## src/rtl/fpga_cfg_seq_if.sv

```systemverilog
// FPGA passive-configuration handshake and board reset signals for fpga_cfg_seq.
// slave = sequencer side, master = FPGA/host side.
interface fpga_cfg_seq_if;
    logic       start;
    logic       status_n;
    logic       conf_done;
    logic       init_done;
    logic       config_n;
    logic       cs;
    logic       warmres_n;
    logic       busy;
    logic       done;
    logic       fail;
    logic [1:0] retry;

    modport slave (
        input  start, status_n, conf_done, init_done,
        output config_n, cs, warmres_n, busy, done, fail, retry
    );

    modport master (
        output start, status_n, conf_done, init_done,
        input  config_n, cs, warmres_n, busy, done, fail, retry
    );
endinterface

```

## src/rtl/fpga_cfg_seq.sv

```systemverilog
// ACEX1K passive configuration sequencer with bounded retries and warm-reset hold.
// Define FPGA_CFG_INIT_DONE_EN to wait for INIT_DONE before releasing warm reset.
//
// state | meaning
// NCFG  | config_n held low for NCFG_LEN cycles
// WSTAT | config_n released, waiting for nSTATUS high
// WCONF | waiting for CONF_DONE high, nSTATUS low is an error
// WINIT | waiting for INIT_DONE high (FPGA_CFG_INIT_DONE_EN builds only)
// WRES  | FPGA in user mode, warm reset held for WRES_LEN cycles
// DONE  | configured, warm reset released, watching CONF_DONE
// ERR   | one-cycle retry decision
// FAIL  | retries exhausted, FPGA held in reset
module fpga_cfg_seq #(
    parameter int NCFG_LEN  = 48,
    parameter int STAT_TO   = 1024,
    parameter int CONF_TO   = 1000000,
    parameter int INIT_TO   = 4096,
    parameter int WRES_LEN  = 256,
    parameter int MAX_RETRY = 3
) (
    input  logic            clkin,
    input  logic            coldres_n,
    fpga_cfg_seq_if.slave   bus
);

    typedef enum logic [2:0] {
        S_NCFG  = 3'd0,
        S_WSTAT = 3'd1,
        S_WCONF = 3'd2,
        S_WRES  = 3'd3,
        S_DONE  = 3'd4,
        S_ERR   = 3'd5,
        S_FAIL  = 3'd6
`ifdef FPGA_CFG_INIT_DONE_EN
        , S_WINIT = 3'd7
`endif
    } state_t;

    if (NCFG_LEN < 2 || STAT_TO < 1 || CONF_TO < 1 || INIT_TO < 1 || WRES_LEN < 1 ||
        MAX_RETRY < 0 || MAX_RETRY > 3 || NCFG_LEN > 1048576 || STAT_TO > 1048576 ||
        CONF_TO > 1048576 || INIT_TO > 1048576 || WRES_LEN > 1048576) begin : g_bad_params
        $error("fpga_cfg_seq: parameter out of range");
    end

    localparam logic [19:0] NCFG_TC  = 20'(NCFG_LEN - 1);
    localparam logic [19:0] STAT_TC  = 20'(STAT_TO - 1);
    localparam logic [19:0] CONF_TC  = 20'(CONF_TO - 1);
    localparam logic [19:0] WRES_TC  = 20'(WRES_LEN - 1);
    localparam logic [1:0]  RETRY_MX = 2'(MAX_RETRY);
`ifdef FPGA_CFG_INIT_DONE_EN
    localparam logic [19:0] INIT_TC  = 20'(INIT_TO - 1);
`endif

    state_t      state_q, state_d;
    logic [19:0] cnt_q, cnt_d;
    logic [1:0]  retry_q, retry_d;
    logic        run_q, run_d;
    logic        sts_meta_q, sts_meta_d, sts_q, sts_d;
    logic        cdn_meta_q, cdn_meta_d, cdn_q, cdn_d;
    logic        ini_meta_q, ini_meta_d, ini_q, ini_d;
    logic        config_n_q, config_n_d;
    logic        cs_q, cs_d;
    logic        warmres_n_q, warmres_n_d;
    logic        busy_q, busy_d;
    logic        done_q, done_d;
    logic        fail_q, fail_d;

    always_comb begin
        sts_meta_d = bus.status_n;
        sts_d      = sts_meta_q;
        cdn_meta_d = bus.conf_done;
        cdn_d      = cdn_meta_q;
        ini_meta_d = bus.init_done;
        ini_d      = ini_meta_q;
        run_d      = 1'b1;
        state_d    = state_q;
        retry_d    = retry_q;

        case (state_q)
            // run_q treats the first edge after reset release as the NCFG entry edge
            S_NCFG:  if (run_q && cnt_q == NCFG_TC) state_d = S_WSTAT;
            S_WSTAT: begin
                if (sts_q)                 state_d = S_WCONF;
                else if (cnt_q == STAT_TC) state_d = S_ERR;
            end
            S_WCONF: begin
                if (!sts_q)                state_d = S_ERR;
`ifdef FPGA_CFG_INIT_DONE_EN
                else if (cdn_q)            state_d = S_WINIT;
`else
                else if (cdn_q)            state_d = S_WRES;
`endif
                else if (cnt_q == CONF_TC) state_d = S_ERR;
            end
`ifdef FPGA_CFG_INIT_DONE_EN
            S_WINIT: begin
                if (!sts_q)                state_d = S_ERR;
                else if (ini_q)            state_d = S_WRES;
                else if (cnt_q == INIT_TC) state_d = S_ERR;
            end
`endif
            S_WRES:  if (cnt_q == WRES_TC) state_d = S_DONE;
            S_DONE: begin
                if (bus.start) begin
                    state_d = S_NCFG;
                    retry_d = 2'd0;
                end else if (!cdn_q) begin
                    state_d = S_ERR;
                end
            end
            S_ERR: begin
                if (retry_q < RETRY_MX) begin
                    retry_d = retry_q + 2'd1;
                    state_d = S_NCFG;
                end else begin
                    state_d = S_FAIL;
                end
            end
            S_FAIL: begin
                if (bus.start) begin
                    state_d = S_NCFG;
                    retry_d = 2'd0;
                end
            end
            default: state_d = S_NCFG;
        endcase

        if (state_d != state_q)
            cnt_d = 20'd0;
        else if (!run_q || state_q == S_DONE || state_q == S_FAIL)
            cnt_d = cnt_q;
        else
            cnt_d = cnt_q + 20'd1;

        config_n_d  = !(state_d == S_NCFG || state_d == S_FAIL);
        cs_d        = (state_d == S_FAIL);
        warmres_n_d = (state_d == S_DONE);
        done_d      = (state_d == S_DONE);
        fail_d      = (state_d == S_FAIL);
        busy_d      = !(state_d == S_DONE || state_d == S_FAIL);
    end

    always_ff @(posedge clkin or negedge coldres_n) begin
        if (!coldres_n) begin
            state_q     <= S_NCFG;
            cnt_q       <= 20'd0;
            retry_q     <= 2'd0;
            run_q       <= 1'b0;
            sts_meta_q  <= 1'b0;
            sts_q       <= 1'b0;
            cdn_meta_q  <= 1'b0;
            cdn_q       <= 1'b0;
            ini_meta_q  <= 1'b0;
            ini_q       <= 1'b0;
            config_n_q  <= 1'b0;
            cs_q        <= 1'b0;
            warmres_n_q <= 1'b0;
            busy_q      <= 1'b1;
            done_q      <= 1'b0;
            fail_q      <= 1'b0;
        end else begin
            state_q     <= state_d;
            cnt_q       <= cnt_d;
            retry_q     <= retry_d;
            run_q       <= run_d;
            sts_meta_q  <= sts_meta_d;
            sts_q       <= sts_d;
            cdn_meta_q  <= cdn_meta_d;
            cdn_q       <= cdn_d;
            ini_meta_q  <= ini_meta_d;
            ini_q       <= ini_d;
            config_n_q  <= config_n_d;
            cs_q        <= cs_d;
            warmres_n_q <= warmres_n_d;
            busy_q      <= busy_d;
            done_q      <= done_d;
            fail_q      <= fail_d;
        end
    end

    assign bus.config_n  = config_n_q;
    assign bus.cs        = cs_q;
    assign bus.warmres_n = warmres_n_q;
    assign bus.busy      = busy_q;
    assign bus.done      = done_q;
    assign bus.fail      = fail_q;
    assign bus.retry     = retry_q;

endmodule
```

## src/flat_wrapper.sv

```systemverilog
// flat-port wrapper written by rule: the top's interface ports become plain ports
module fpga_cfg_seq_flat 
#(
    parameter int NCFG_LEN  = 48,
    parameter int STAT_TO   = 1024,
    parameter int CONF_TO   = 1000000,
    parameter int INIT_TO   = 4096,
    parameter int WRES_LEN  = 256,
    parameter int MAX_RETRY = 3
)
  (clkin, coldres_n, bus_start, bus_status_n, bus_conf_done, bus_init_done, bus_config_n, bus_cs, bus_warmres_n, bus_busy, bus_done, bus_fail, bus_retry);
  fpga_cfg_seq_if bus_i ();
  input  logic clkin;
  input  logic coldres_n;
  input wire logic [$bits(bus_i.start)-1:0] bus_start;
  input wire logic [$bits(bus_i.status_n)-1:0] bus_status_n;
  input wire logic [$bits(bus_i.conf_done)-1:0] bus_conf_done;
  input wire logic [$bits(bus_i.init_done)-1:0] bus_init_done;
  output wire logic [$bits(bus_i.config_n)-1:0] bus_config_n;
  output wire logic [$bits(bus_i.cs)-1:0] bus_cs;
  output wire logic [$bits(bus_i.warmres_n)-1:0] bus_warmres_n;
  output wire logic [$bits(bus_i.busy)-1:0] bus_busy;
  output wire logic [$bits(bus_i.done)-1:0] bus_done;
  output wire logic [$bits(bus_i.fail)-1:0] bus_fail;
  output wire logic [$bits(bus_i.retry)-1:0] bus_retry;
  assign bus_i.start = bus_start;
  assign bus_i.status_n = bus_status_n;
  assign bus_i.conf_done = bus_conf_done;
  assign bus_i.init_done = bus_init_done;
  assign bus_config_n = bus_i.config_n;
  assign bus_cs = bus_i.cs;
  assign bus_warmres_n = bus_i.warmres_n;
  assign bus_busy = bus_i.busy;
  assign bus_done = bus_i.done;
  assign bus_fail = bus_i.fail;
  assign bus_retry = bus_i.retry;
  fpga_cfg_seq #(.NCFG_LEN(NCFG_LEN), .STAT_TO(STAT_TO), .CONF_TO(CONF_TO), .INIT_TO(INIT_TO), .WRES_LEN(WRES_LEN), .MAX_RETRY(MAX_RETRY)) u_core (.clkin(clkin), .coldres_n(coldres_n), .bus(bus_i));
endmodule
```

## config.mk

```make
export PLATFORM = sky130hd
export DESIGN_NAME = fpga_cfg_seq_flat
export DESIGN_NICKNAME = d
export VERILOG_FILES = /design/src/rtl/fpga_cfg_seq_if.sv /design/src/rtl/fpga_cfg_seq.sv /design/src/flat_wrapper.sv
export SDC_FILE = /design/constraint.sdc
export NUM_CORES = 1
export LEC_CHECK = 0
export CAP_MARGIN = 40
export CORE_ASPECT_RATIO = 0.75
export CORE_MARGIN = 5
export CORE_UTILIZATION = 52
export CTS_CLUSTER_DIAMETER = 120
export DETAILED_ROUTE_END_ITERATION = 16
export PLACE_DENSITY = 0.75
export SLEW_MARGIN = 30
export SYNTH_ARGS = -nofsm -noshare
export SYNTH_HDL_FRONTEND = slang
export SYNTH_SLANG_ARGS = --single-unit
```

## constraint.sdc

```tcl
create_clock -name clkin -period 1.98 [get_ports clkin]
set_clock_uncertainty 0.05 [all_clocks]
set_input_delay 0.297 -clock clkin [delete_from_list [all_inputs] [get_ports clkin]]
set_output_delay 0.297 -clock clkin [all_outputs]
set_load 0.01 [all_outputs]
```

Word level (Yosys, flattened, before mapping)
Index checks and enable logic that the tools add are counted.
- bits in registers: 34
- bits of input ports: 6
- output and inout bits: 8
- word-level logic and storage cells: 61
- $add $sub $neg: 2
- order comparisons: 1
- eq/ne operators: 16
- muxes and demuxes: 17
- reductions and logical operators: 13
- operator list (cell ; count):
    two-way mux 20 bit ; 2
    two-way mux 3 bit ; 11
    one-hot mux 3 bit (7 select lines) ; 1
    adder 20 x 1 -> 20 bit (second input constant) ; 1
    == test 20 x 10 -> 1 bit (second input constant) ; 1
    == test 20 bit (second input constant) ; 1
    == test 20 x 6 -> 1 bit (second input constant) ; 1
    == test 20 x 8 -> 1 bit (second input constant) ; 1
    == test 3 bit (second input constant) ; 5
    == test 3 x 2 -> 1 bit (second input constant) ; 2
    zero test 3 bit ; 2
    inequality test 2 x 1 -> 1 bit (second input constant) ; 3
    logical OR 1 bit ; 4
    two-way mux 2 bit ; 2
    one-hot mux 2 bit (2 select lines) ; 1
    == test 3 x 1 -> 1 bit (second input constant) ; 1
    zero test 1 bit ; 3
    inequality test 3 bit ; 1
    AND reduction 3 bit ; 1
    adder 2 x 1 -> 2 bit (second input constant) ; 1
    < comparator 2 bit (second input constant) ; 1
    nonzero test 2 bit ; 1
    OR reduction 2 bit ; 1
    logical AND 1 bit ; 1

Depth between registers and ports, before layout
Gate-level depths: netlist (run 1).
- depth after elaboration: 8
- depth in mapped cells: 7
- depth with buffers taken out: 6

Worst setup path after synthesis (run 1)
OpenSTA, ideal clock, no wires.
- kind: register to register
- start point: register u_core.cnt_q[0]
- end point: register u_core.config_n_q (netlist: u_core.bus.config_n)
- library setup time: 0.126 ns
- arrival time: 1.990 ns
- data required time: 1.804 ns
- setup slack: -0.186 ns
- stages on the path, launching flop included: 7
- path buffers: 0
- clock period less this slack: 2.166 ns
- path through: dfrtp_1 > ha_1 > or4b_4 > and4bb_2 > and4_2 > o21ai_2 > o32a_1
- longest elaborated chain between the ends: 8
- elaborated cells on any way between the ends: 17
- those cells by class: eq/ne: 5; mux: 8; reduce/logical: 4
- RTL lines (element ; line ; RTL):
    start: declaration ; fpga_cfg_seq.sv:55 ; logic [19:0] cnt_q, cnt_d;
    start signal: assignment ; fpga_cfg_seq.sv:163 ; cnt_q <= cnt_d;
    == test 20 bit ; fpga_cfg_seq.sv:93 ; else if (cnt_q == CONF_TC) state_d = S_ERR;
    two-way mux 3 bit ; fpga_cfg_seq.sv:93 ;
    two-way mux 3 bit ; fpga_cfg_seq.sv:91 ; else if (cdn_q) state_d = S_WRES;
    two-way mux 3 bit ; fpga_cfg_seq.sv:87 ; if (!sts_q) state_d = S_ERR;
    one-hot mux 3 bit (7 select lines) * ; fpga_cfg_seq.sv:79 ; case (state_q)
    via u_core.state_d[0] ; fpga_cfg_seq.sv:54 ; state_t state_q, state_d;
    == test 3 bit or zero test 3 bit (tied branches) ; fpga_cfg_seq.sv:135 ; config_n_d = !(state_d == S_NCFG || state_d == S_FAIL);
    logical OR 1 bit * ; fpga_cfg_seq.sv:135 ;
    zero test 1 bit * ; fpga_cfg_seq.sv:135 ;
    via u_core.config_n_d ; fpga_cfg_seq.sv:61 ; logic config_n_q, config_n_d;
    end signal: assignment ; fpga_cfg_seq.sv:172 ; config_n_q <= config_n_d;
    end: declaration ; fpga_cfg_seq.sv:61 ;
Mark *: on every way through the listed nets, which the timed path passes. The rest lies on a longest branch.
A chain may end at the register's enable or synchronous reset.

Final worst setup path (run 1)
- start point: register u_core.cnt_q[1]
- end point: register u_core.cnt_q[3]
- longest elaborated chain between the ends: 7
- elaborated cells on any way between the ends: 18
- those cells by class: add/sub: 1; eq/ne: 6; mux: 10; reduce/logical: 1
- RTL lines (element ; line ; RTL):
    == test 20 bit ; fpga_cfg_seq.sv:93 ;
    two-way mux 3 bit ; fpga_cfg_seq.sv:93 ;
    two-way mux 3 bit ; fpga_cfg_seq.sv:91 ;
    two-way mux 3 bit ; fpga_cfg_seq.sv:87 ;
    one-hot mux 3 bit (7 select lines) ; fpga_cfg_seq.sv:79 ;
    inequality test 3 bit ; fpga_cfg_seq.sv:128 ; if (state_d != state_q)
    inequality test 2 x 1 -> 1 bit (no source line) or two-way mux 20 bit (tied branches) ; - ;
Parallel ways exist; a longest one is shown, timed or not. The select of a mux whose other input is x is not followed.

==> results summary, run 1 <==
The count of mapped cells out of synthesis is 203. The core area is 3640 um2. The tree is rooted in a clkbuf_8. The arrival time at the worst endpoint came out at 2.53 ns. The share of cells above drive strength 1 came out at 0.331.

With fillers left out, the area of the finished cells amounts to 2680 um2. The final RePlAce weighted congestion is 0.843. The initial antenna violation count is 0. The first routing iteration left 261 violations.

For this run, the slowest stage of the critical path takes 0.48 ns. The count of buffers inserted at the top-level ports is 12. The path with the worst hold slack has its endpoint at u_core.cdn_q.

The setup slack after layout is -0.418 ns. In this run the power density over the cells is 1120 nW/um2. The critical path startpoint category is a flop.

The setup total negative slack is -9.27 ns. The worst path required time came out at 2.11 ns. The detail route stage leaves a number of antenna-violating nets equal to 0. In this run the worst path has a maximum fanout of 8. The mapped netlist covers 1940 um2. The final-stage net count is 258. Entering global routing, the biggest net connects 35 pins. The cell class contributing the biggest share of worst-path delay is simple AND/OR/NAND/NOR gates.

The first-pass GRT wire length is 7.70 mm. The number of distinct library cell variants in the gate-level netlist after synthesis is 52. The critical path is of the flop to flop type. The flow ran to the end, but the final reports show violations.

The maximum clock insertion buffer count came out at 2. The clock sink total came out at 34. The path class of the tightest hold or removal check is flop to flop. The total overflow left after global routing is 0.

Counting flops with an async set or reset pin after synthesis yields a share of 1.00. The floorplan step set the die width to 80.6 um. The number of remaining DRC errors is 0. The number of placed instances, taps included came out at 286. The number of diodes added for antenna fixing came out at 0. The worst register-to-register path has a depth of 8.

After detailed routing, the number of vias per cell comes to 6.03. For flop-to-flop paths, the worst setup slack is -0.42 ns. The number of hold buffers added after CTS is 0.

In this run the critical register-to-register path is captured at u_core.cnt_q[3]. The buffers plus inverters on the worst setup path came out at 2. The max-capacitance violation count is 0. The number of hold-slack violations in the final timing report came out at 0. The floorplan step defined a die boundary enclosing 5070 um2. Setup violations remaining at the end of the flow were counted as 26.

Counting the buffers created by CTS gives 5. The first-pass detailed-route iteration total came out at 5. The total vias in the final route came out at 1826. The smallest clock period supported by the final layout is computed as 2.40 ns. Derived from the worst setup path, the maximum achievable clock frequency is 417 MHz. The worst hold path begins at u_core.cdn_d. TritonCTS built the clock tree. The cell count of the worst hold path came out at 0. The number of global-route vias before repair is 1654. In this run the number of H-tree levels came out at 2. The clock-pin slew of the registers on the worst-case setup and hold paths came out at 0.07 ns.

In this run the critical register-to-register path is launched from u_core.cnt_q[1]. The area after detailed placement came out at 2300 um2. After detailed routing, the total wire length is 5.47 mm.

STA classifies the critical path endpoint as a flop. Counting buffers and inverters, the worst setup path is 8 cells deep. The checks that failed: setup timing.

The half-perimeter wire length after placement came out at 3.27 mm. Row generation in the floorplan step produced 19 rows. The layout overhead on the synthesized area came out at 38.0%. Dividing the detail-routed wire length by the instance count gives 18.1 um. The max-slew violation count came to 0. Setup repair after global routing could not meet its margin everywhere.

The clock network latency to the later pin of the worst-skew pair is 0.30 ns. The starting density of the core is 0.535. For this run, the leading register cell type out of synthesis is dfrtp_1. The filler-free cell count of the finished design is 303. The mean instance size in the synthesized netlist came out at 9.58 um2. The number of enable-type register cells in the synthesized netlist came out at 0. During I/O placement, the number of pins put on the boundary was 14. The portion of the clock cycle consumed by the worst path in the final layout came out at 1.21.

The Yosys warning count is 0. The die span in y is 63.0 um. The cell at the slowest stage of the critical path is or4b_4. The share of the yosys chip area belonging to registers is 0.438. The analysis attributes to cell leakage a power of 0.00108 uW. The signal on the critical path passes through ha_2 -> or4b_4 -> nor4_2 -> a211oi_1 -> a211oi_4 -> buf_6 -> buf_12 -> nor3_4.

The aggregate global-route resource usage is 0.196. Synthesis inferred 34 register bits. The worst IR drop on VDD came out at 0.000751 V.

Synthesis produced a netlist with a net count of 211.
## sequential cells by signal, indices dropped and copies added, names as in the netlist
name                  cells
u_core.state_q            3
u_core.bus.cs             1
u_core.bus.busy           1
u_core.bus.warmres_n      1
u_core.run_q              1
u_core.sts_d              1
u_core.sts_q              1
u_core.bus.config_n       1
u_core.cdn_q              1
u_core.cdn_d              1
u_core.bus.retry          2
u_core.cnt_q             20
## worst reg2reg max path: cells and delay by family (launching register included)
family | cells | cell delay, ns
AO/OA/AOI/OAI | 2 | 0.49
adder cells (fa/ha/maj) | 1 | 0.19
buffers and inverters | 2 | 0.31
flip-flops | 1 | 0.37
AND/OR/NAND/NOR | 3 | 0.88
## layer usage
metal  GRT usage  up-vias  share of wire
met5           0        -              0
met4      0.0759        0          0.022
met3      0.0447       19          0.070
met2       0.306       84           0.48
met1       0.262      901           0.42
li1            -      822              -
## logic make-up after synthesis
kind of cell / after synthesis / share of synthesized area
flip-flops: 34 / 0.438
AO/OA/AOI/OAI: 24 / 0.0907
XOR/XNOR: 19 / 0.0856
multiplexers: 1 / 0.00515
other: 1 / 0.00193
adder cells (fa/ha/maj): 2 / 0.0129
AND/OR/NAND/NOR: 99 / 0.313
buffers and inverters: 23 / 0.0521
## how the worst max path moves through the flow
stage,start,to,slack [ns]
5_1_grt,u_core.cnt_q[1],u_core.cnt_q[4],-0.39
3_5_place_dp,u_core.cnt_q[1],u_core.bus.warmres_n,-0.25
2_1_floorplan,u_core.cnt_q[0],u_core.bus.config_n,-0.18
4_1_cts,u_core.cnt_q[1],u_core.cnt_q[13],-0.23
3_3_place_gp,u_core.cnt_q[1],u_core.bus.warmres_n,-0.20
6_report,u_core.cnt_q[1],u_core.cnt_q[3],-0.42
## layout by cell type (no fill, tap or decap), types with 2 or more instances in the layout
cell	synthesis	layout
o32a_1	2	2
buf_6	0	4
clkbuf_8	0	6
inv_1	11	11
nor3_4	0	4
buf_12	0	3
a22o_1	2	2
o22ai_2	1	2
nor3_1	26	12
a21oi_1	4	4
and4_2	2	2
dfrtp_1	33	33
nand4_1	2	2
a22oi_1	2	2
nand2_1	11	11
nand3_1	9	9
clkdlybuf4s50_1	0	12
nor3_2	2	12
nor4_1	5	4
nand4bb_1	2	2
o21ai_0	5	5
buf_4	2	31
nor4_2	2	3
nand2b_1	5	5
xnor2_1	18	18
nor2_1	14	14
and3_1	3	3
## final cells by class
type,instances,area (um2)
Clock buffer,6,82.6
Clock inverter,2,12.5
Fill cell,238,955
Inverter,11,41.3
Multi-Input combinational cell,146,1150
Sequential cell,34,852
Tap cell,52,65.1
Timing Repair Buffer,52,480
## where the power goes
| group | internal, uW | total [uW] | switching [uW] |
|---|---|---|---|
| Sequential | 805 | 879 | 74.0 |
| Combinational | 767 | 1580 | 810 |
| Clock | 279 | 554 | 275 |
| Total | 1850 | 3010 | 1160 |
## cells in the mapped netlist (2+ instances only)
master	instances	area (um2)
a21oi_1	4	20.0
a22o_1	2	17.5
a22oi_1	2	15.0
and3_1	3	18.8
and4_2	2	20.0
buf_2	6	30.0
buf_4	2	15.0
clkbuf_1	4	15.0
dfrtp_1	33	826
ha_1	2	25.0
inv_1	11	41.3
nand2_1	11	41.3
nand2b_1	5	31.3
nand3_1	9	45.0
nand4_1	2	12.5
nand4bb_1	2	22.5
nor2_1	14	52.6
nor3_1	26	130
nor3_2	2	20.0
nor3b_1	2	15.0
nor4_1	5	31.3
nor4_2	2	25.0
o21ai_0	5	25.0
o32a_1	2	20.0
xnor2_1	18	158
## metrics by stage
stage | hold slack, ns | setup WS, ns | power [uW] | util
CTS | 0.320 | -0.226 | 2460 | 0.664
floorplan | -0.0486 | -0.178 | 1510 | -
detailed placement | 0.302 | -0.249 | 1890 | 0.634
global route | 0.331 | -0.394 | 3150 | 0.738
finish | 0.317 | -0.418 | 3010 | 0.738
global placement | 0.290 | -0.204 | 1860 | 0.634
## repair_timing
| item | 4_1_cts | 5_1_grt |
|---|---|---|
| resized for setup | 2 | 45 |
| setup buffers | 1 | 5 |
| pin swaps | 5 | 12 |
| cloned | 0 | 3 |
| setup endpoints to repair | 26 | 26 |
(Power assumes the default switching activity.)
==> run 2, diff against run 1 <==
- SLEW_MARGIN: 30 -> 0
==> results of run 2 <==
Same layout as run 1: the final DEF is identical, and so are final timing and power.
==> run 3, diff against run 2 <==
- CORE_MARGIN: 5 -> 1.5
- RECOVER_POWER: default -> 25
- TNS_END_PERCENT: default -> 10
==> run 3 against run 2 <==
Against the previous run:
- the run still ends with setup timing left
- wire length shrank 12%
- sequential share of layout area grew 2.2 points
- maximum frequency grew 6.9%
- clock-buffer cell count shrank 1
- non-clock buffer count shrank 2
- die area shrank 19%
- cell area shrank 6.3%
- sequential power is essentially flat
- via count shrank 5.5%
- global-route usage grew 6.8 points
- largest cell class unchanged
==> results summary, run 3 (same netlist as run 1, synthesis figures left out) <==
The number of routed nets with antenna violations is 0. The per-cell via count in the routed design is 5.73. The register-to-register setup slack came out at -0.26 ns. At the end of routability-driven placement, the weighted congestion stood at 0.906.

Leaving out fill and tap cells, the most frequent cells in the layout are buf_4 (34), dfrtp_1 (33), nor3_1 (26). The endpoint identified for the worst register-to-register timing path is u_core.cnt_q[12]. The cell count of the worst reg-to-reg path came out at 7. Leaving out fill and tap cells, the most frequent cell in the layout is buf_4.

The total vias in the final route came out at 1725. The clock network latency to the later pin of the worst-skew pair is 0.30 ns. In this run the worst hold path is classified as flop to flop. The share of cells above drive strength 1 is 0.265.

The average detailed-routed wire length per instance came out at 15.9 um. TritonCTS built the clock tree. The total detailed-routing wirelength is 4.79 mm. u_core.cnt_q holds more flip-flops than any other register. The clock period minus worst slack is 2.24 ns. The arrival time at the worst endpoint is 2.37 ns. The run finished, with violations left. Together, buffers and inverters on the worst path number 1. The maximum frequency from static timing analysis came out at 446 MHz.

The die outline area came out at 4120 um2. The number of DRC markers in iteration 0 came out at 212. STA classifies the critical path startpoint as a flop.

The max-slew violation count is 0. The cell at the slowest stage of the critical path is or4b_4. The longest clock path from root to sink contains 2 buffers.

The number of remaining DRC errors is 0. The cell count of the worst hold path is 0. The total design power came out at 2650 uW. The max-capacitance violation count came out at 0. For this design the static power due to leakage is 0.00103 uW. At the pin with the least slew margin, the transition time is 0.816 ns. The die width is 73.6 um. The first-pass GRT wire length is 8.07 mm. The number of buffers created by CTS came out at 5. The worst IR drop on VDD is 0.000719 V.

The flip-flop count of the largest register, all copies and words added is 20. The count of buffers inserted at the top-level ports is 12. In this run the worst path has a maximum fanout of 20. The clock-pin slew of the registers on the worst-case setup and hold paths came out at 0.07 ns.

The worst hold path begins at u_core.sts_d. The worst path required time came out at 2.11 ns. The initial antenna violation count was 0. Setup repair after global routing could not meet its margin everywhere. The setup total negative slack is -5.69 ns.

In the finished design, the share of the clock period the worst path needs comes to 1.13. The final-stage net count is 256. The number of hold-slack violations in the final timing report came out at 0. The relative slew slack is 0.456. The filler-free cell count of the finished design came out at 301. The count of fill cells added during filler insertion is 297. The tree is rooted in a clkbuf_8. The half-perimeter wire length after placement came out at 3.39 mm. The area taken by multi-input logic gates came out at 1020 um2. After clock tree synthesis, the flow added hold-fix buffers numbering 0. The setup-violating endpoint count in the final report is 26. 14 I/O pins were placed.

The global-route congestion overflow total came out at 0. Entering global routing, the biggest net connects 35 pins. The maximum single-stage delay on the critical path came out at 0.47 ns. The number of diodes added for antenna fixing is 0. The number of placed instances, taps included is 289. In the final layout, flip-flops and latches occupy 852 um2. The layout overhead on the synthesized area came out at 29.2%. The worst setup path is captured at a flop. The first-pass detailed-route iteration total is 4.

The signal on the critical path passes through ha_2 -> or4b_4 -> and4bb_2 -> a2bb2oi_2 -> a211oi_2 -> buf_12 -> nor3_1. The setup slack after layout came out at -0.263 ns. The number of placement rows came out at 19. The floorplan step defined a core boundary enclosing 3610 um2. The critical path is of the flop to flop type. The aggregate global-route resource usage came out at 0.264.

The cell class contributing the biggest share of worst-path delay is simple AND/OR/NAND/NOR gates. The level count of the clock H-tree came out at 2. The path with the worst hold slack has its endpoint at u_core.sts_q. The tree built by TritonCTS fans out to 34 sinks. The share of the core filled with cells in the final layout is 0.695.

The starting density of the core is 0.538. The power density over cell area is 1050 nW/um2. The final reports fail on setup timing.

Measured along the y axis, the die boundary spans 56.0 um. The startpoint identified for the worst register-to-register timing path is u_core.cnt_q[0]. The number of global-route vias before repair is 1695.
## run 3: worst reg2reg max path, cell delays in order, from the launching register on
cell	delay (ns)
dfrtp_1	0.37
ha_2	0.19
or4b_4	0.47
and4bb_2	0.39
a2bb2oi_2	0.09
a211oi_2	0.28
buf_12	0.20
nor3_1	0.09
## run 3: worst max path at each step
stage | start | to | slack (ns) | cells after the start
after global routing | u_core.cnt_q[0] | u_core.cnt_q[12] | -0.37 | 8
after floorplan | u_core.cnt_q[0] | u_core.bus.config_n | -0.18 | 6
after detailed placement | u_core.cnt_q[0] | u_core.bus.config_n | -0.25 | 7
final | u_core.cnt_q[0] | u_core.cnt_q[12] | -0.26 | 7
after global placement | u_core.cnt_q[10] | u_core.cnt_q[7] | -0.21 | 6
after CTS | u_core.cnt_q[1] | u_core.bus.config_n | -0.25 | 6
## run 3: final cells by class
cell class              count  share of cell area
clock inverters             3              0.0179
well taps                  52              0.0259
clock buffers               5              0.0274
flip-flops and latches     34               0.339
repair buffers             50               0.168
multi-input cells         146               0.405
inverters                  11              0.0164
## run 3: metal layers
layer,routed length [um],vias up,track usage,part of all wire
met1,2230,851,0.364,0.46
met3,279,8,0.0851,0.058
met5,0,-,0,0
li1,-,811,-,-
met2,2210,55,0.386,0.46
met4,76,0,0.101,0.016
## run 3: power by group
group	internal (uW)	switching (uW)	leakage, uW
logic	532	586	0.000524
registers	806	73.8	0.000454
clock network	374	276	0.0000504
## run 3: what timing repair did
action / 4_1_cts / 5_1_grt
endpoints found under the setup margin: 26 / 26
pin swaps: 0 / 2
resized for setup: 5 / 2
setup buffers: 0 / 4
## run 3: through the flow
step	instance area, um2	hold slack, ns	setup WS (ns)
3_5_place_dp	2340	0.286	-0.251
5_1_grt	2510	0.305	-0.367
6_report	2510	0.301	-0.263
4_1_cts	2480	0.302	-0.245
2_1_floorplan	1950	-0.0486	-0.178
3_3_place_gp	2340	0.285	-0.212
